**config.mk**
```make
export PLATFORM = sky130hd
export DESIGN_NAME = multi_queue_shared_buf_flat
export DESIGN_NICKNAME = d
export VERILOG_FILES = /design/src/rtl/multi_queue_shared_buf_if.sv /design/src/rtl/multi_queue_shared_buf.sv /design/src/flat_wrapper.sv
export SDC_FILE = /design/constraint.sdc
export NUM_CORES = 1
export LEC_CHECK = 0
export ABC_AREA = 1
export CAP_MARGIN = 20
export CELL_PAD_IN_SITES_DETAIL_PLACEMENT = 1
export CELL_PAD_IN_SITES_GLOBAL_PLACEMENT = 2
export CORE_MARGIN = 4
export CORE_UTILIZATION = 38
export DETAILED_ROUTE_END_ITERATION = 16
export GPL_ROUTABILITY_DRIVEN = 0
export GPL_TIMING_DRIVEN = 1
export PLACE_DENSITY = 0.81
export REMOVE_ABC_BUFFERS = 1
export SLEW_MARGIN = 0
export SYNTH_ARGS = -nofsm -noshare
export SYNTH_HDL_FRONTEND = slang
export SYNTH_SLANG_ARGS = --single-unit
```
**constraint.sdc**
```tcl
create_clock -name clk -period 3.17 [get_ports clk]
set_input_delay 0.634 -clock clk [delete_from_list [all_inputs] [get_ports clk]]
set_output_delay 0.634 -clock clk [all_outputs]
set_load 0.005 [all_outputs]
```
**src/rtl/multi_queue_shared_buf_if.sv**
```systemverilog
// ---------------------------------------------------------------------------
// multi_queue_shared_buf_if
// Push/pop handshake bundle for multi_queue_shared_buf.
//   push_valid/push_idx/push_data : enqueue request from the producer side
//   push_ready                    : enqueue accepted when valid & ready
//   pop_valid/pop_idx             : dequeue request from the consumer side
//   pop_data/pop_ready            : head payload of pop_idx and accept flag
// Modports: master = traffic source/sink (bench, classifier side),
//           slave  = the shared-buffer queue block.
// ---------------------------------------------------------------------------
interface multi_queue_shared_buf_if #(
    parameter int DATA_WIDTH = 8,
    parameter int IDX_WIDTH  = 2
);
    logic                  push_valid;
    logic [IDX_WIDTH-1:0]  push_idx;
    logic [DATA_WIDTH-1:0] push_data;
    logic                  push_ready;
    logic                  pop_valid;
    logic [IDX_WIDTH-1:0]  pop_idx;
    logic [DATA_WIDTH-1:0] pop_data;
    logic                  pop_ready;

    modport master (
        output push_valid, push_idx, push_data, pop_valid, pop_idx,
        input  push_ready, pop_data, pop_ready
    );

    modport slave (
        input  push_valid, push_idx, push_data, pop_valid, pop_idx,
        output push_ready, pop_data, pop_ready
    );
endinterface

```
**src/rtl/multi_queue_shared_buf.sv**
```systemverilog
// ---------------------------------------------------------------------------
// multi_queue_shared_buf
// NUM_LISTS FIFO queues sharing one NUM_ELEMS-entry payload buffer. Each
// queue is a linked list (head/tail/count) threaded through next_ptr; unused
// nodes form a free list. After reset an INIT phase chains every node into
// the free list, one node per cycle, before push/pop are accepted.
// Ports:
//   clk, rst : clock and synchronous active-high reset
//   bus      : push/pop handshake (multi_queue_shared_buf_if.slave)
//   empty    : per-queue empty flags
//   full     : every buffer entry allocated
//   count    : packed per-queue occupancy, queue i at [CNT_WIDTH*i +: CNT_WIDTH]
//   err      : sticky {underflow, overflow}
// Optional feature macro: MQ_ERR_FLAGS_EN builds the sticky error flags;
// without it err is constant 2'b00.
// ---------------------------------------------------------------------------
module multi_queue_shared_buf #(
    parameter int DATA_WIDTH = 8,
    parameter int NUM_ELEMS  = 8,
    parameter int NUM_LISTS  = 4,
    parameter int PTR_WIDTH  = $clog2(NUM_ELEMS),
    parameter int CNT_WIDTH  = PTR_WIDTH + 1,
    parameter int IDX_WIDTH  = $clog2(NUM_LISTS)
) (
    input  logic                           clk,
    input  logic                           rst,
    multi_queue_shared_buf_if.slave        bus,
    output logic [NUM_LISTS-1:0]           empty,
    output logic                           full,
    output logic [NUM_LISTS*CNT_WIDTH-1:0] count,
    output logic [1:0]                     err
);

    typedef enum logic {ST_INIT = 1'b0, ST_RUN = 1'b1} state_t;

    state_t                state_r;
    logic [PTR_WIDTH-1:0]  init_idx_r;
    logic [DATA_WIDTH-1:0] mem_r      [NUM_ELEMS];
    logic [PTR_WIDTH-1:0]  next_ptr_r [NUM_ELEMS];
    logic [PTR_WIDTH-1:0]  head_r     [NUM_LISTS];
    logic [PTR_WIDTH-1:0]  tail_r     [NUM_LISTS];
    logic [CNT_WIDTH-1:0]  count_r    [NUM_LISTS];
    logic [PTR_WIDTH-1:0]  free_head_r;
    logic [PTR_WIDTH-1:0]  free_tail_r;
    logic [CNT_WIDTH-1:0]  free_cnt_r;

    logic                  push_ready_s;
    logic                  pop_ready_s;
    logic                  push_fire_s;
    logic                  pop_fire_s;
    logic                  same_q_s;
    logic                  push_to_empty_s;
    logic [CNT_WIDTH-1:0]  free_after_take_s;
    logic [PTR_WIDTH-1:0]  pop_node_s;
    logic                  init_last_s;

    // Handshake readiness, accept strobes and list-splice decisions.
    always_comb begin
        push_ready_s = (state_r == ST_RUN) && (free_cnt_r != {CNT_WIDTH{1'b0}});
        pop_ready_s  = (state_r == ST_RUN) && (count_r[bus.pop_idx] != {CNT_WIDTH{1'b0}});
        push_fire_s  = bus.push_valid && push_ready_s;
        pop_fire_s   = bus.pop_valid && pop_ready_s;
        same_q_s     = pop_fire_s && (bus.pop_idx == bus.push_idx);
        // Target queue is empty now, or its only entry leaves this cycle.
        push_to_empty_s = (count_r[bus.push_idx] == {CNT_WIDTH{1'b0}}) ||
                          (same_q_s && (count_r[bus.push_idx] == CNT_WIDTH'(1)));
        // Free-list depth once a same-cycle push has taken its node.
        if (push_fire_s) begin
            free_after_take_s = free_cnt_r - CNT_WIDTH'(1);
        end else begin
            free_after_take_s = free_cnt_r;
        end
        pop_node_s  = head_r[bus.pop_idx];
        init_last_s = (init_idx_r == PTR_WIDTH'(NUM_ELEMS - 1));
    end

    // Status and handshake outputs.
    always_comb begin
        empty = '0;
        count = '0;
        for (int i = 0; i < NUM_LISTS; i++) begin
            empty[i] = (count_r[i] == {CNT_WIDTH{1'b0}});
            count[CNT_WIDTH*i +: CNT_WIDTH] = count_r[i];
        end
        full           = (free_cnt_r == {CNT_WIDTH{1'b0}});
        bus.push_ready = push_ready_s;
        bus.pop_ready  = pop_ready_s;
        bus.pop_data   = mem_r[pop_node_s];
    end

    // INIT/RUN state machine, linked-list and free-list maintenance.
    always_ff @(posedge clk) begin
        if (rst) begin
            state_r     <= ST_INIT;
            init_idx_r  <= '0;
            free_head_r <= '0;
            free_tail_r <= PTR_WIDTH'(NUM_ELEMS - 1);
            free_cnt_r  <= CNT_WIDTH'(NUM_ELEMS);
            for (int i = 0; i < NUM_LISTS; i++) begin
                count_r[i] <= '0;
                head_r[i]  <= '0;
                tail_r[i]  <= '0;
            end
        end else begin
            case (state_r)
                ST_INIT: begin
                    // Chain node i -> i+1; the last node points back at 0.
                    next_ptr_r[init_idx_r] <= init_last_s ? '0 : init_idx_r + PTR_WIDTH'(1);
                    init_idx_r             <= init_idx_r + PTR_WIDTH'(1);
                    if (init_last_s) begin
                        state_r <= ST_RUN;
                    end
                end
                ST_RUN: begin
                    // Pop advances the head first; a push into an emptied
                    // queue below overrides it with the new node.
                    if (pop_fire_s) begin
                        head_r[bus.pop_idx] <= next_ptr_r[pop_node_s];
                    end
                    if (push_fire_s) begin
                        mem_r[free_head_r]   <= bus.push_data;
                        tail_r[bus.push_idx] <= free_head_r;
                        free_head_r          <= next_ptr_r[free_head_r];
                        if (push_to_empty_s) begin
                            head_r[bus.push_idx] <= free_head_r;
                        end else begin
                            next_ptr_r[tail_r[bus.push_idx]] <= free_head_r;
                        end
                    end
                    // Return the popped node to the free-list tail; this
                    // write never hits the push's tail (allocated vs free).
                    if (pop_fire_s) begin
                        free_tail_r <= pop_node_s;
                        if (free_after_take_s == {CNT_WIDTH{1'b0}}) begin
                            free_head_r <= pop_node_s;
                        end else begin
                            next_ptr_r[free_tail_r] <= pop_node_s;
                        end
                    end
                    for (int i = 0; i < NUM_LISTS; i++) begin
                        if (push_fire_s && (bus.push_idx == IDX_WIDTH'(i)) &&
                            !(pop_fire_s && (bus.pop_idx == IDX_WIDTH'(i)))) begin
                            count_r[i] <= count_r[i] + CNT_WIDTH'(1);
                        end else if (pop_fire_s && (bus.pop_idx == IDX_WIDTH'(i)) &&
                                     !(push_fire_s && (bus.push_idx == IDX_WIDTH'(i)))) begin
                            count_r[i] <= count_r[i] - CNT_WIDTH'(1);
                        end
                    end
                    if (push_fire_s && !pop_fire_s) begin
                        free_cnt_r <= free_cnt_r - CNT_WIDTH'(1);
                    end else if (pop_fire_s && !push_fire_s) begin
                        free_cnt_r <= free_cnt_r + CNT_WIDTH'(1);
                    end
                end
                default: begin
                    state_r <= ST_INIT;
                end
            endcase
        end
    end

`ifdef MQ_ERR_FLAGS_EN
    logic [1:0] err_r;

    // Sticky overflow/underflow flags, armed only once INIT has finished.
    always_ff @(posedge clk) begin
        if (rst) begin
            err_r <= 2'b00;
        end else if (state_r == ST_RUN) begin
            if (bus.push_valid && !push_ready_s) begin
                err_r[0] <= 1'b1;
            end
            if (bus.pop_valid && !pop_ready_s) begin
                err_r[1] <= 1'b1;
            end
        end
    end

    assign err = err_r;
`else
    assign err = 2'b00;
`endif

endmodule

```
**src/flat_wrapper.sv**
```systemverilog
// flat-port wrapper written by rule: the top's interface ports become plain ports
module multi_queue_shared_buf_flat 
#(
    parameter int DATA_WIDTH = 8,
    parameter int NUM_ELEMS  = 8,
    parameter int NUM_LISTS  = 4,
    parameter int PTR_WIDTH  = $clog2(NUM_ELEMS),
    parameter int CNT_WIDTH  = PTR_WIDTH + 1,
    parameter int IDX_WIDTH  = $clog2(NUM_LISTS)
)
  (clk, rst, empty, full, count, err, bus_push_valid, bus_push_idx, bus_push_data, bus_pop_valid, bus_pop_idx, bus_push_ready, bus_pop_data, bus_pop_ready);
  multi_queue_shared_buf_if #(.DATA_WIDTH(DATA_WIDTH), .IDX_WIDTH(IDX_WIDTH)) bus_i ();
  input  logic clk;
  input  logic rst;
  output logic [NUM_LISTS-1:0] empty;
  output logic full;
  output logic [NUM_LISTS*CNT_WIDTH-1:0] count;
  output logic [1:0] err;
  input wire logic [$bits(bus_i.push_valid)-1:0] bus_push_valid;
  input wire logic [$bits(bus_i.push_idx)-1:0] bus_push_idx;
  input wire logic [$bits(bus_i.push_data)-1:0] bus_push_data;
  input wire logic [$bits(bus_i.pop_valid)-1:0] bus_pop_valid;
  input wire logic [$bits(bus_i.pop_idx)-1:0] bus_pop_idx;
  output wire logic [$bits(bus_i.push_ready)-1:0] bus_push_ready;
  output wire logic [$bits(bus_i.pop_data)-1:0] bus_pop_data;
  output wire logic [$bits(bus_i.pop_ready)-1:0] bus_pop_ready;
  assign bus_i.push_valid = bus_push_valid;
  assign bus_i.push_idx = bus_push_idx;
  assign bus_i.push_data = bus_push_data;
  assign bus_i.pop_valid = bus_pop_valid;
  assign bus_i.pop_idx = bus_pop_idx;
  assign bus_push_ready = bus_i.push_ready;
  assign bus_pop_data = bus_i.pop_data;
  assign bus_pop_ready = bus_i.pop_ready;
  multi_queue_shared_buf #(.DATA_WIDTH(DATA_WIDTH), .NUM_ELEMS(NUM_ELEMS), .NUM_LISTS(NUM_LISTS), .PTR_WIDTH(PTR_WIDTH), .CNT_WIDTH(CNT_WIDTH), .IDX_WIDTH(IDX_WIDTH)) u_core (.clk(clk), .rst(rst), .bus(bus_i), .empty(empty), .full(full), .count(count), .err(err));
endmodule
```
=== After elaboration in Yosys (flattened, before gate mapping) ===
Memories as Yosys holds them, arrays and structs flattened. A register that Yosys moved wholly into a read port is not among the register bits.
Index checks and enable logic that the tools add are counted.

* Add/sub/neg operators: 11
* Equality and inequality tests: 9
* Multiplexer cells: 95
* Bitwise gates (word level): 8
* Reduce and logical (&&, ||, !) cells: 53

{| class="wikitable"
|+ Operators by type and width
! operator !! count
|-
| two-way mux 1 bit || 70
|-
| two-way mux 4 bit || 11
|-
| two-way mux 3 bit || 11
|-
| zero test 4 bit || 7
|-
| logical AND 1 bit || 24
|-
| adder 4 x 1 -> 4 bit, second input constant || 5
|-
| subtractor 4 x 1 -> 4 bit, second input constant || 5
|-
| OR reduction 3 bit || 4
|-
| zero test 1 bit || 10
|-
| == test 2 bit, second input constant || 4
|-
| bitwise OR 1 bit || 8
|-
| nonzero test 4 bit || 2
|-
| two-way mux 2 bit || 3
|-
| == test 2 x 1 -> 1 bit, second input constant || 2
|-
| == test 4 x 1 -> 1 bit, second input constant || 1
|-
| zero test 2 bit || 2
|-
| AND reduction 2 bit || 2
|-
| adder 3 x 1 -> 3 bit, second input constant || 1
|-
| == test 3 bit, second input constant || 1
|-
| == test 2 bit || 1
|-
| nonzero test 2 bit || 1
|-
| logical OR 1 bit || 1
|}

* Bits in registers: 14
* Bits in writable memories: 128
* Output and inout bits: 33
* Word-level logic and storage cells: 186
* Memories: 5

{| class="wikitable"
|+ Memory list
! memory !! words !! bits a word !! rd ports !! clocked after Yosys merged registers in !! wr ports !! RTL line !! RTL
|-
| u_core.mem_r || 8 || 8 || 1 || 0 || 1 || multi_queue_shared_buf.sv:38 || <nowiki>logic [DATA_WIDTH-1:0] mem_r [NUM_ELEMS];</nowiki>
|-
| u_core.next_ptr_r || 8 || 3 || 2 || 1 || 2 || multi_queue_shared_buf.sv:39 || <nowiki>logic [PTR_WIDTH-1:0] next_ptr_r [NUM_ELEMS];</nowiki>
|-
| u_core.count_r || 4 || 4 || 6 || 0 || 4 || multi_queue_shared_buf.sv:42 || <nowiki>logic [CNT_WIDTH-1:0] count_r [NUM_LISTS];</nowiki>
|-
| u_core.head_r || 4 || 3 || 1 || 0 || 4 || multi_queue_shared_buf.sv:40 || <nowiki>logic [PTR_WIDTH-1:0] head_r [NUM_LISTS];</nowiki>
|-
| u_core.tail_r || 4 || 3 || 1 || 0 || 4 || multi_queue_shared_buf.sv:41 || <nowiki>logic [PTR_WIDTH-1:0] tail_r [NUM_LISTS];</nowiki>
|}

=== Logic depth before layout (Yosys ltp) ===
Gate-level depths: netlist of run 1.
An unclocked memory read counts as a cell.

* Depth in word-level cells: 14
* Depth in mapped cells: 17

=== Worst setup path after synthesis of run 1 ===
OpenSTA, ideal clock, no wires.

* Path type: input -> register
* Start: input bus_pop_idx[0]
* End: memory u_core.count_r[2][3] in the netlist's numbering (data pin)
* Arrival time: 2.439 ns
* Data required time: 2.917 ns
* Setup slack: 0.478 ns
* Stages on the path: 15
* Path buffers: 0
* Cell sequence: nor2_2 nand2_1 nand4_2 and3_4 nand2_4 nor2_1 o21ai_2 inv_1 ha_1 a21oi_1 nand2_1 xnor2_1 o21ai_0 o21ai_1 inv_1

{| class="wikitable"
|+ RTL lines
! item !! RTL line !! RTL
|-
| from (decl) || flat_wrapper.sv:23 || <nowiki>input wire logic [$bits(bus_i.pop_idx)-1:0] bus_pop_idx;</nowiki>
|-
| to (decl) || multi_queue_shared_buf.sv:42 ||
|}

=== Final worst setup path of run 1 ===
* Start: input bus_pop_idx[0]
* End: output bus_pop_data[3]

* Word-level cells in the longest chain between the ends: 2

{| class="wikitable"
|+ Ends and longest elaborated chain
! item !! RTL line !! RTL
|-
| memory (4 x 3 bit) || -- ||
|-
| memory (8 x 8 bit) || -- ||
|-
| to (decl) || flat_wrapper.sv:25 || <nowiki>output wire logic [$bits(bus_i.pop_data)-1:0] bus_pop_data;</nowiki>
|}

No other way between the ends.

==> out/results.ini, run 1 <==
[status]
run_status=finished clean

[route]
avgViaCountPerCell=5.010
wl_per_cell_um=17.51
detail_route.first_pass.iterations=5
drt.antenna.violating_nets=0
drt_drc_violations_left=0
route.vias.total=6358
wirelength_um=22220
drt_iter0_markers=354

[synth]
synthXorXnorAreaFrac_pct=1.557
synth_top_cells_by_area=edfxtp_1 49%, nand2_1 8.6%, nor2_1 5.9%, o21ai_0 4.4%, dfxtp_1 4.3%
yosysWarnings=0
synth.largest_area_cell=edfxtp_1
fraction_of_the_mapped_netlist_area_in_adder_cells_pct=2.828
synth_top_cell_area_share_pct=48.81
fraction_of_the_mapped_netlist_area_in_compound_gates_pct=11.49
netlist_instances=873
synth_top_family_by_area=simple AND/OR/NAND/NOR gates
yosysUniqueCellTypes=51
syn-cell-area_mm2=0.007875
synth_simple_gate_area_share_pct=24.04
postSynth.asyncResetShare_pct=0
synth.area.mux_share_pct=0
synthesized_flop_and_latch_total=145
syn-mean-instance-area_um2=9.021
edff_count_synth=128
yosys_most_used_dff=edfxtp_1
synth_sequential_area_ratio_pct=53.13

[cts]
clockBufferDepth=2
cts.reportedPaths.clkPinSlew_ps=70
numCtsBuffers=17
numClockSinks=145
clock_tree.htree_level_count=4
tritoncts=yes
clk-insertion-delay-late_ps=430
root_buffer=clkbuf_16

[global_route]
grtUsageTotal_pct=19.31
gr-total-overflow=0
pin_count_of_the_biggest_net_entering_global_routing=33
grt_antenna_before_repair=0
first_global_vias=6622
grt_pass1_wl_um=35640

[critical_path]
critical_path.max_stage_delay_ps=490
worst-path-max-fanout=12
cpMaxStageDelayCell=clkdlybuf4s50_1
crit_path_cell_trace=buf_6 -> inv_2 -> nor2_4 -> nand2_1 -> nand2_2 -> nor3_4 -> buf_12 -> bufbuf_16 -> nor2_1 -> o21ai_0 -> o21ai_1 -> o21a_1 -> clkdlybuf4s50_1
worst-endpoint-arrival_ps=2480
reg2reg_from=u_core.count_r[3][2]$_DFFE_PP_
reg2reg_depth=16
worst-endpoint-required_ps=2540
critical_path.endpoint_type=primary output
rr_endpoint=u_core.count_r[2][3]$_SDFFCE_PN0P_
reg2reg_setup_slack_ps=390
worstSetupPathType=in -> out
cp_launch_type=input pin

[hold_path]
timing.hold.worst.class=reg -> reg
min_from=u_core.free_tail_r[1]$_SDFFE_PP1P_
worstHoldEndpoint=u_core.free_tail_r[1]$_SDFFE_PP1P_
timing.hold.worst_path_depth=2

[final_layout]
finish.utilization_pct=48.68
share_of_cells_above_drive_strength_1_pct=18.72
final_common_cell=nand2_1
finish.net_count=1018
stdcell_area_mm2=0.009882
areaGrowthSynthToFinish_pct=25.48
antenna-diode-count=0
most-common-layout-cells=179 x nand2_1, 128 x edfxtp_1, 119 x nor2_1, 86 x inv_1

[timing]
fin_setup_tns_ps=0
timing_worst_slew_pin_value_ps=519.9
finalHoldViolCount=0
rsz0062_at_grt=true
report.final.slew_viol_count=0
setup_viol=0
finalClockSkew_ps=13.25
final_period_minus_worst_setup_slack_ps=3116
slew-limit-headroom_pct=65.30
timing.final.ws_setup_ps=54.09
max_clock_freq_ghz=0.3209
timing.final.crit_share_pct=98.29

[place]
port_buffers=46
dpl_worst_slack_ps=-498.6
place.detailed.hpwl_um=16270
placement.cell_area_mm2=0.009070

[pwr]
power_density_mw_per_mm2=477.3
power.switching_fraction_pct=27.39
intPower_mw=3.425
comb_power_share_pct=11.6
power_leakage_nw=4.064
total_power_mw=4.717
net_switching_power_mw=1.292
seqPwrFrac_pct=45.3
max-vdd-ir-drop_mv=0.3843
p_clk_share_pct=43.0

[job]
cap_viol_max_count=0

[die]
overall_die_width_um=152.0
fp.coreArea_mm2=0.02030
pin_count=49
die_height_um=152.0
initial_utilization_pct=38.79
fp.dieArea_mm2=0.02309
num_rows=52

-- worst max-delay path, delay by kind of cell --
family / cells / cell delay (ps)
buffers and inverters: 5 / 1080
and+or+nand+nor: 5 / 460
AOI/OAI and AO/OA: 3 / 300
-- power by group through the flow --
stage / Sequential, mW / Combinational (mW) / Clock [mW]
after global placement: 2.18 / 0.502 / 0
after detailed placement: 2.18 / 0.512 / 0
after global routing: 2.14 / 0.609 / 2.15
after CTS: 2.14 / 0.535 / 2.07
final: 2.14 / 0.548 / 2.03
after floorplan: 2.17 / 0.266 / 0
-- what timing repair did --
action                                  in CTS  in global routing
pin swaps                                    2                  9
hold buffers                                 0                  0
resized for setup                           22                 18
endpoints found under the setup margin      10                  8
buffers inserted                             2                  5
cloned                                       1                  1
-- layer usage --
| metal | GRT usage [%] | vias up | routed length (µm) |
|---|---|---|---|
| li1 | - | 3145 | - |
| met1 | 26.10 | 3111 | 10480 |
| met2 | 32.73 | 86 | 10940 |
| met3 | 3.157 | 16 | 557 |
| met4 | 4.538 | 0 | 246 |
| met5 | 0 | - | 0 |
-- how the worst max path moves through the flow --
stage / cells past startpoint / slack, ps / startpoint / endpoint
after floorplan: 9 / -300 / bus_pop_idx[0] / bus_pop_data[0]
after global placement: 12 / -420 / bus_pop_idx[1] / bus_pop_data[7]
after detailed placement: 12 / -500 / bus_pop_idx[1] / bus_pop_data[6]
after CTS: 12 / 1 / bus_pop_idx[1] / bus_pop_data[6]
after global routing: 10 / -50 / u_core.head_r[2][1]$_DFFE_PP_ / bus_pop_data[2]
final: 13 / 50 / bus_pop_idx[0] / bus_pop_data[3]
-- cell type report --
cell class	instances	area [µm²]
clock inverter	15	181.4
multi-input combinational	597	3196
timing repair buffer	122	1164
sequential	145	4184
clock buffer	17	425.4
fill	2393	10420
tap	270	337.8
inverter	103	394.1
-- state kept, by name, summed over array words and instances (netlist names), named ones only --
signal              cells
u_core.init_idx_r       3
u_core.count_r         16
u_core.tail_r          12
u_core.free_tail_r      3
u_core.next_ptr_r      24
u_core.head_r          12
u_core.free_head_r      3
u_core.state_r          1
u_core.mem_r           64
u_core.free_cnt_r       4
-- metrics by stage --
stage          hold WS [ps]  std cells
2_1_floorplan         477.6        845
6_report              537.5       1269
4_1_cts               540.9       1264
3_5_place_dp          530.8       1229
5_1_grt               571.2       1269
3_3_place_gp          503.6       1229
-- synthesized netlist by cell type, drive strengths merged (3+ instances only) --
cell / number
nand2: 192
nor2: 144
edfxtp: 128
inv: 102
o21ai: 92
nand3: 62
a21oi: 31
dfxtp: 17
buf: 16
clkbuf: 13
ha: 13
o211ai: 12
xor2: 9
o21a: 8
xnor2: 5
a22oi: 3
fa: 3
nor3: 3
-- logic make-up after synthesis --
kind of cell	Yosys count
compound gates	155
fa+ha+maj	16
other cells	1
simple gates	410
xor+xnor	14
buf+inv	132
flops	145
Power figures use the tool's default switching activity.
==> inputs of run 2 (changes only) <==
--- a/config.mk
+++ b/config.mk
@@ -10,11 +10,12 @@
 export CELL_PAD_IN_SITES_DETAIL_PLACEMENT = 1
 export CELL_PAD_IN_SITES_GLOBAL_PLACEMENT = 2
 export CORE_MARGIN = 4
-export CORE_UTILIZATION = 38
+export CORE_UTILIZATION = 39
+export CTS_BUF_LIST = sky130_fd_sc_hd__clkbuf_4 sky130_fd_sc_hd__clkbuf_8
 export DETAILED_ROUTE_END_ITERATION = 16
 export GPL_ROUTABILITY_DRIVEN = 0
-export GPL_TIMING_DRIVEN = 1
-export PLACE_DENSITY = 0.81
+export GPL_TIMING_DRIVEN = 0
+export PLACE_DENSITY = 0.83
 export REMOVE_ABC_BUFFERS = 1
 export SLEW_MARGIN = 0
 export SYNTH_ARGS = -nofsm -noshare
==> run 2 against run 1 <==
Effect of this change:
- the run now ends with setup timing left
- hold slack got worse by 10 ps
- worst setup slack worse by 80 ps
- sequential share of layout area rose by 2.1 points
==> out/results.ini, run 2 (synthesis results as in run 1) <==
[status]
run_status=complete, but fails checks
violations_in_the_final_reports=setup timing

[final_layout]
multiInputGateArea_mm2=0.003228  ; +1.0%
stdcell_area_mm2=0.009414  ; -4.7%
finish.net_count=976  ; -4.1%
areaGrowthSynthToFinish_pct=19.54
layout.filler_cells=2315  ; -3.3%
antenna-diode-count=0  ; unchanged
final_common_cell=nand2_1
most-common-layout-cells=178 x nand2_1, 128 x edfxtp_1, 121 x nor2_1, 86 x inv_1, 60 x o21ai_0
share_of_cells_above_drive_strength_1_pct=15.36  ; -3.4 points
stdcell_count=1222  ; -3.7%
register_containing_the_most_flip_flops_in_the_final_layout=u_core.mem_r
biggestRegsByFlops=u_core.mem_r x64, u_core.next_ptr_r x24, u_core.count_r x16
finish.utilization_pct=47.90  ; -0.78 points
register_area_mm2=0.004184  ; unchanged
max_ffs_per_register=64  ; unchanged

[critical_path]
worst-endpoint-required_ps=2540  ; about the same
cp_launch_type=input pin
worstSetupPathType=in -> out
worst-endpoint-arrival_ps=2560  ; +80 ps
worst-path-max-fanout=10  ; -2
critical_path.endpoint_type=primary output

[cts]
numCtsBuffers=17  ; unchanged
clock_tree.htree_level_count=4  ; unchanged
clk-insertion-delay-late_ps=480  ; +50 ps
clockBufferDepth=2  ; unchanged
root_buffer=clkbuf_8
tritoncts=yes
cts.reportedPaths.clkPinSlew_ps=90  ; +20 ps
numClockSinks=145  ; unchanged

[global_route]
first_global_vias=6579  ; -0.65%
gr-total-overflow=0  ; unchanged
grtUsageTotal_pct=20.93  ; +1.6 points
grt_pass1_wl_um=36120  ; +1.4%
grt_antenna_before_repair=0  ; unchanged
pin_count_of_the_biggest_net_entering_global_routing=24  ; -27%

[timing]
rsz0062_at_grt=true
finalHoldViolCount=0  ; unchanged
slew-limit-headroom_pct=30.06  ; -35 points
setup_viol=2  ; +2
timing.final.crit_share_pct=100.8  ; +2.5 points
report.final.slew_viol_count=0  ; unchanged
finalClockSkew_ps=19.21  ; +5.964 ps
timing_worst_slew_pin_value_ps=1045  ; +525.2 ps
fin_setup_tns_ps=-41.05  ; -41.05 ps
max_clock_freq_ghz=0.3129  ; -2.5%
hold-worst-slack_ps=527.0  ; -10.40 ps
final_period_minus_worst_setup_slack_ps=3196  ; +79.68 ps
timing.final.ws_setup_ps=-25.59  ; -79.68 ps

[route]
wirelength_um=23550  ; +5.9%
wl_per_cell_um=19.27  ; +10%
drt.antenna.violating_nets=0  ; unchanged
avgViaCountPerCell=5.223  ; +4.3%
drt_drc_violations_left=0  ; unchanged
drt_iter0_markers=453  ; +28%
detail_route.first_pass.iterations=4  ; -1
route.vias.total=6383  ; +0.39%

[die]
fp.coreArea_mm2=0.01965  ; -3.2%
overall_die_width_um=150.1  ; -1.2%
initial_utilization_pct=40.07  ; +1.3 points
fp.dieArea_mm2=0.02253  ; -2.4%
num_rows=51  ; -1.9%
die_height_um=150.1  ; -1.2%
pin_count=49  ; unchanged

[place]
place.detailed.hpwl_um=15660  ; -3.8%
port_buffers=46  ; unchanged
placed_cells=1158  ; -5.8%
placement.cell_area_mm2=0.008563  ; -5.6%

[pwr]
power_density_mw_per_mm2=448.7  ; -6.0%
power_leakage_nw=3.772  ; -7.2%
max-vdd-ir-drop_mv=0.2674  ; -30%

[hold_path]
timing.hold.worst.class=reg -> reg

[job]
cap_viol_max_count=0  ; unchanged

[run 2: cell types whose count changed in the layout (fill, tap and decap cells not counted), moves of 3 or more]
cell	delta
buf_4	-43
clkbuf_8	+17
clkbuf_16	-15
o21ai_0	-6
o21ai_1	+6
clkdlybuf4s50_1	-4
buf_12	-3
buf_6	-3
dlygate4sd2_1	+3
inv_6	+3
[run 2: path summary, 6_finish.rpt]
kind              slack, ps                                  to  cells after the start                                from
setup / recovery        -30                     bus_pop_data[1]                     12                      bus_pop_idx[0]
hold / removal          530   u_core.init_idx_r[1]$_SDFFE_PP0N_                      2   u_core.init_idx_r[1]$_SDFFE_PP0N_
setup reg to reg        250  u_core.count_r[2][3]$_SDFFCE_PN0P_                     16  u_core.count_r[2][3]$_SDFFCE_PN0P_
hold reg to reg         530   u_core.init_idx_r[1]$_SDFFE_PP0N_                      2   u_core.init_idx_r[1]$_SDFFE_PP0N_
[run 2: stage by stage]
step                      setup WS [ps]  power [mW]
final                            -25.59       4.224
after global routing             -123.6       4.386
after CTS                        -31.62       4.181
after detailed placement          -1345       2.653
after global placement            -2796       2.621
after floorplan                  -297.7       2.440
[run 2: area by class of cell]
| type | count | share of cell area (%) |
|---|---|---|
| repair buffers | 76 | 8.400 |
| clock inverters | 15 | 1.887 |
| repair inverters | 3 | 0.5051 |
| inverters | 103 | 4.466 |
| multi-input cells | 598 | 34.29 |
| well taps | 265 | 3.522 |
| clock buffers | 17 | 2.485 |
| flip-flops and latches | 145 | 44.44 |
[run 2: repair_timing]
action / in CTS / in global routing
setup buffers: 10 / 15
gates cloned: 4 / 3
endpoints found under the setup margin: 29 / 22
hold endpoints to repair: 0 / 0
pin swaps: 5 / 8
resized for setup: 37 / 33
hold buffers: 0 / 0
[run 2: power by group]
part / total [mW] / internal (mW) / switching, mW
clock: 1.53 / 0.604 / 0.924
combinational: 0.558 / 0.223 / 0.335
sequential: 2.14 / 2.12 / 0.0229
total: 4.22 / 2.94 / 1.28
[run 2: layer usage]
layer	vias up	track usage, %	part of all wire [%]
li1	3058	-	-
met1	3171	27.63	45
met2	128	36.16	50
met3	26	2.950	3.2
met4	0	5.718	1.4
met5	-	0	0
[run 2: worst max-delay path: stages]
cell and delay (ps):
clkbuf_4 150, inv_4 80, nor2_4 50, a22oi_2 260, nand2_8 120, buf_4 160
buf_4 130, clkbuf_16 150, o21ai_0 200, o21ai_0 130, o21a_1 200, dlygate4sd2_1 260
==> inputs of run 3 (changes only) <==
--- a/config.mk
+++ b/config.mk
@@ -9,13 +9,13 @@
 export CAP_MARGIN = 20
 export CELL_PAD_IN_SITES_DETAIL_PLACEMENT = 1
 export CELL_PAD_IN_SITES_GLOBAL_PLACEMENT = 2
-export CORE_MARGIN = 4
 export CORE_UTILIZATION = 39
 export CTS_BUF_LIST = sky130_fd_sc_hd__clkbuf_4 sky130_fd_sc_hd__clkbuf_8
 export DETAILED_ROUTE_END_ITERATION = 16
 export GPL_ROUTABILITY_DRIVEN = 0
 export GPL_TIMING_DRIVEN = 0
 export PLACE_DENSITY = 0.83
+export RECOVER_POWER = 50
 export REMOVE_ABC_BUFFERS = 1
 export SLEW_MARGIN = 0
 export SYNTH_ARGS = -nofsm -noshare
==> run 3 against run 2 <==
Effect of this change:
- critical path depth decreased by 1
- global-route usage rose by 2.1 points
- via count fell by 1.8%
- sequential power about the same
- largest power group unchanged
- combinational power down 3.8%
- die area fell by 7.8%
- core utilization decreased by 0.41 points
- worst setup slack gained 140 ps
- the flow now finishes without violations
- clock power about the same
- hold slack got worse by 0.78 ps
- register-to-register slack lost 130 ps
==> out/results.ini, run 3 (synthesis results as in run 1) <==
[global_route]
gr-total-overflow=0  ; unchanged
grt_pass1_wl_um=35370  ; -2.1%
grt_antenna_before_repair=0  ; unchanged
pin_count_of_the_biggest_net_entering_global_routing=26  ; +8.3%
grtUsageTotal_pct=22.98  ; +2.1 points
first_global_vias=6564  ; -0.23%

[pwr]
power_leakage_nw=3.756  ; -0.42%
power_density_mw_per_mm2=448.5  ; about the same
net_switching_power_mw=1.252  ; -2.3%
intPower_mw=2.934  ; -0.27%
power.switching_fraction_pct=29.91  ; -0.44 points
seqPwrFrac_pct=51.1  ; +0.5 points
p_clk_share_pct=36.1  ; about the same
max-vdd-ir-drop_mv=0.2638  ; -1.3%
total_power_mw=4.186  ; -0.89%
comb_power_share_pct=12.8  ; -0.4 points

[die]
fp.dieArea_mm2=0.02076  ; -7.8%
die_height_um=144.1  ; -4.0%
num_rows=51  ; unchanged
initial_utilization_pct=40.07  ; unchanged
pin_count=49  ; unchanged
fp.coreArea_mm2=0.01965  ; unchanged
overall_die_width_um=144.1  ; -4.0%

[cts]
tritoncts=yes
clk-insertion-delay-late_ps=470  ; about the same
root_buffer=clkbuf_8
numClockSinks=145  ; unchanged
clockBufferDepth=2  ; unchanged
cts.reportedPaths.clkPinSlew_ps=100  ; about the same
clock_tree.htree_level_count=4  ; unchanged
numCtsBuffers=17  ; unchanged
cts-hold-fix-buffers=0  ; unchanged

[final_layout]
max_ffs_per_register=64  ; unchanged
finish.utilization_pct=47.49  ; -0.41 points
share_of_cells_above_drive_strength_1_pct=14.36  ; -1.0 points
finish.net_count=966  ; -1.0%
antenna-diode-count=0  ; unchanged
final_common_cell=nand2_1
most-common-layout-cells=178 x nand2_1, 128 x edfxtp_1, 123 x nor2_1, 85 x inv_1, 55 x nand3_1
stdcell_area_mm2=0.009334  ; -0.85%
biggestRegsByFlops=u_core.mem_r x64, u_core.next_ptr_r x24, u_core.count_r x16
register_containing_the_most_flip_flops_in_the_final_layout=u_core.mem_r
areaGrowthSynthToFinish_pct=18.53

[route]
avgViaCountPerCell=5.172  ; -0.99%
drt_iter0_markers=408  ; -9.9%
drt.antenna.violating_nets=0  ; unchanged
wirelength_um=22570  ; -4.2%
wl_per_cell_um=18.62  ; -3.4%
drt_drc_violations_left=0  ; unchanged
detail_route.first_pass.iterations=4  ; unchanged
route.vias.total=6268  ; -1.8%

[critical_path]
critical_path.most_common_cell=inv_1
cp_launch_type=register
worst-endpoint-required_ps=3250  ; +710 ps
crit_path_cell_trace=inv_1 -> ha_1 -> nand3_1 -> inv_1 -> nor2_2 -> nand2_4 -> nor2_8 -> inv_1 -> nor2_1 -> inv_1 -> nor2_1
critical_path.max_stage_delay_ps=830  ; +570 ps
worstSetupPathType=reg -> reg
cpMaxStageDelayCell=nor2_1
worst-path-max-fanout=10  ; unchanged
critical_path.endpoint_type=register
reg2reg_setup_slack_ps=120  ; -130 ps
worst-endpoint-arrival_ps=3130  ; +570 ps

[timing]
slew-limit-headroom_pct=26.49  ; -3.6 points
report.final.slew_viol_count=0  ; unchanged
hold-worst-slack_ps=526.3  ; -0.7810 ps
setup_viol=0  ; -2
max_clock_freq_ghz=0.3277  ; +4.7%
timing.final.ws_setup_ps=118.4  ; +144.0 ps
final_period_minus_worst_setup_slack_ps=3052  ; -144.0 ps
timing.final.crit_share_pct=96.26  ; -4.5 points
finalClockSkew_ps=18.80  ; -0.4123 ps
timing_worst_slew_pin_value_ps=1099  ; +53.40 ps
rsz0062_at_grt=true
finalHoldViolCount=0  ; unchanged

[place]
port_buffers=46  ; unchanged
placement.cell_area_mm2=0.008563  ; unchanged
dpl_worst_slack_ps=-1408  ; -62.99 ps
place.detailed.hpwl_um=15610  ; -0.31%

[hold_path]
timing.hold.worst.class=reg -> reg

[status]
run_status=finished clean

[job]
cap_viol_max_count=0  ; unchanged

## run 3: routing by layer
metal / share of wire, % / GRT usage [%] / vias to the layer above
li1: - / - / 3046
met1: 45 / 29.39 / 3111
met2: 51 / 39.97 / 90
met3: 3.2 / 3.742 / 21
met4: 1.2 / 6.327 / 0
met5: 0 / 0 / -
## run 3: power by group through the flow
| stage | Sequential [mW] | Clock [mW] | Combinational [mW] |
|---|---|---|---|
| floorplan | 2.17 | 0 | 0.266 |
| global placement | 2.18 | 0 | 0.443 |
| detailed placement | 2.18 | 0 | 0.477 |
| CTS | 2.14 | 1.54 | 0.537 |
| global route | 2.14 | 1.60 | 0.591 |
| finish | 2.14 | 1.51 | 0.537 |
## run 3: path summary, 6_finish.rpt
path,start,endpoint,depth (start not counted)
min reg2reg,u_core.init_idx_r[1]$_SDFFE_PP0N_,u_core.init_idx_r[1]$_SDFFE_PP0N_,2
min,u_core.init_idx_r[1]$_SDFFE_PP0N_,u_core.init_idx_r[1]$_SDFFE_PP0N_,2
max,u_core.free_cnt_r[0]$_SDFFE_PP0P_,u_core.mem_r[3][7]$_DFFE_PP_,11
max reg2reg,u_core.free_cnt_r[0]$_SDFFE_PP0P_,u_core.mem_r[3][7]$_DFFE_PP_,11
## run 3: stage by stage
| step | cells | setup TNS (ps) |
|---|---|---|
| final | 1212 | 0 |
| after detailed placement | 1158 | -64950 |
| after global routing | 1212 | -1108 |
| after floorplan | 845 | -2265 |
| after global placement | 1156 | -87840 |
| after CTS | 1204 | 0 |
## run 3: worst max-delay path, delay by kind of cell (launching register included)
| family | cells | cell delay (ps) |
|---|---|---|
| buf+inv | 4 | 440 |
| simple gates | 6 | 1590 |
| flops | 1 | 380 |
| fa+ha+maj | 1 | 240 |
## run 3: layout make-up
type | instances | area (µm²)
Clock inverter | 15 | 180.2
Timing Repair Buffer | 68 | 750.7
Clock buffer | 17 | 234.0
Multi-Input combinational cell | 598 | 3202
Inverter | 103 | 435.4
Timing Repair inverter | 1 | 16.27
Tap cell | 265 | 331.6
Fill cell | 2305 | 10320
Sequential cell | 145 | 4184
## run 3: timing repair
item                                    4_1_cts  5_1_grt
buffers inserted                             11        7
resized for setup                            40       34
cloned                                        3        1
pin swaps                                     5        7
endpoints found under the setup margin       29       24
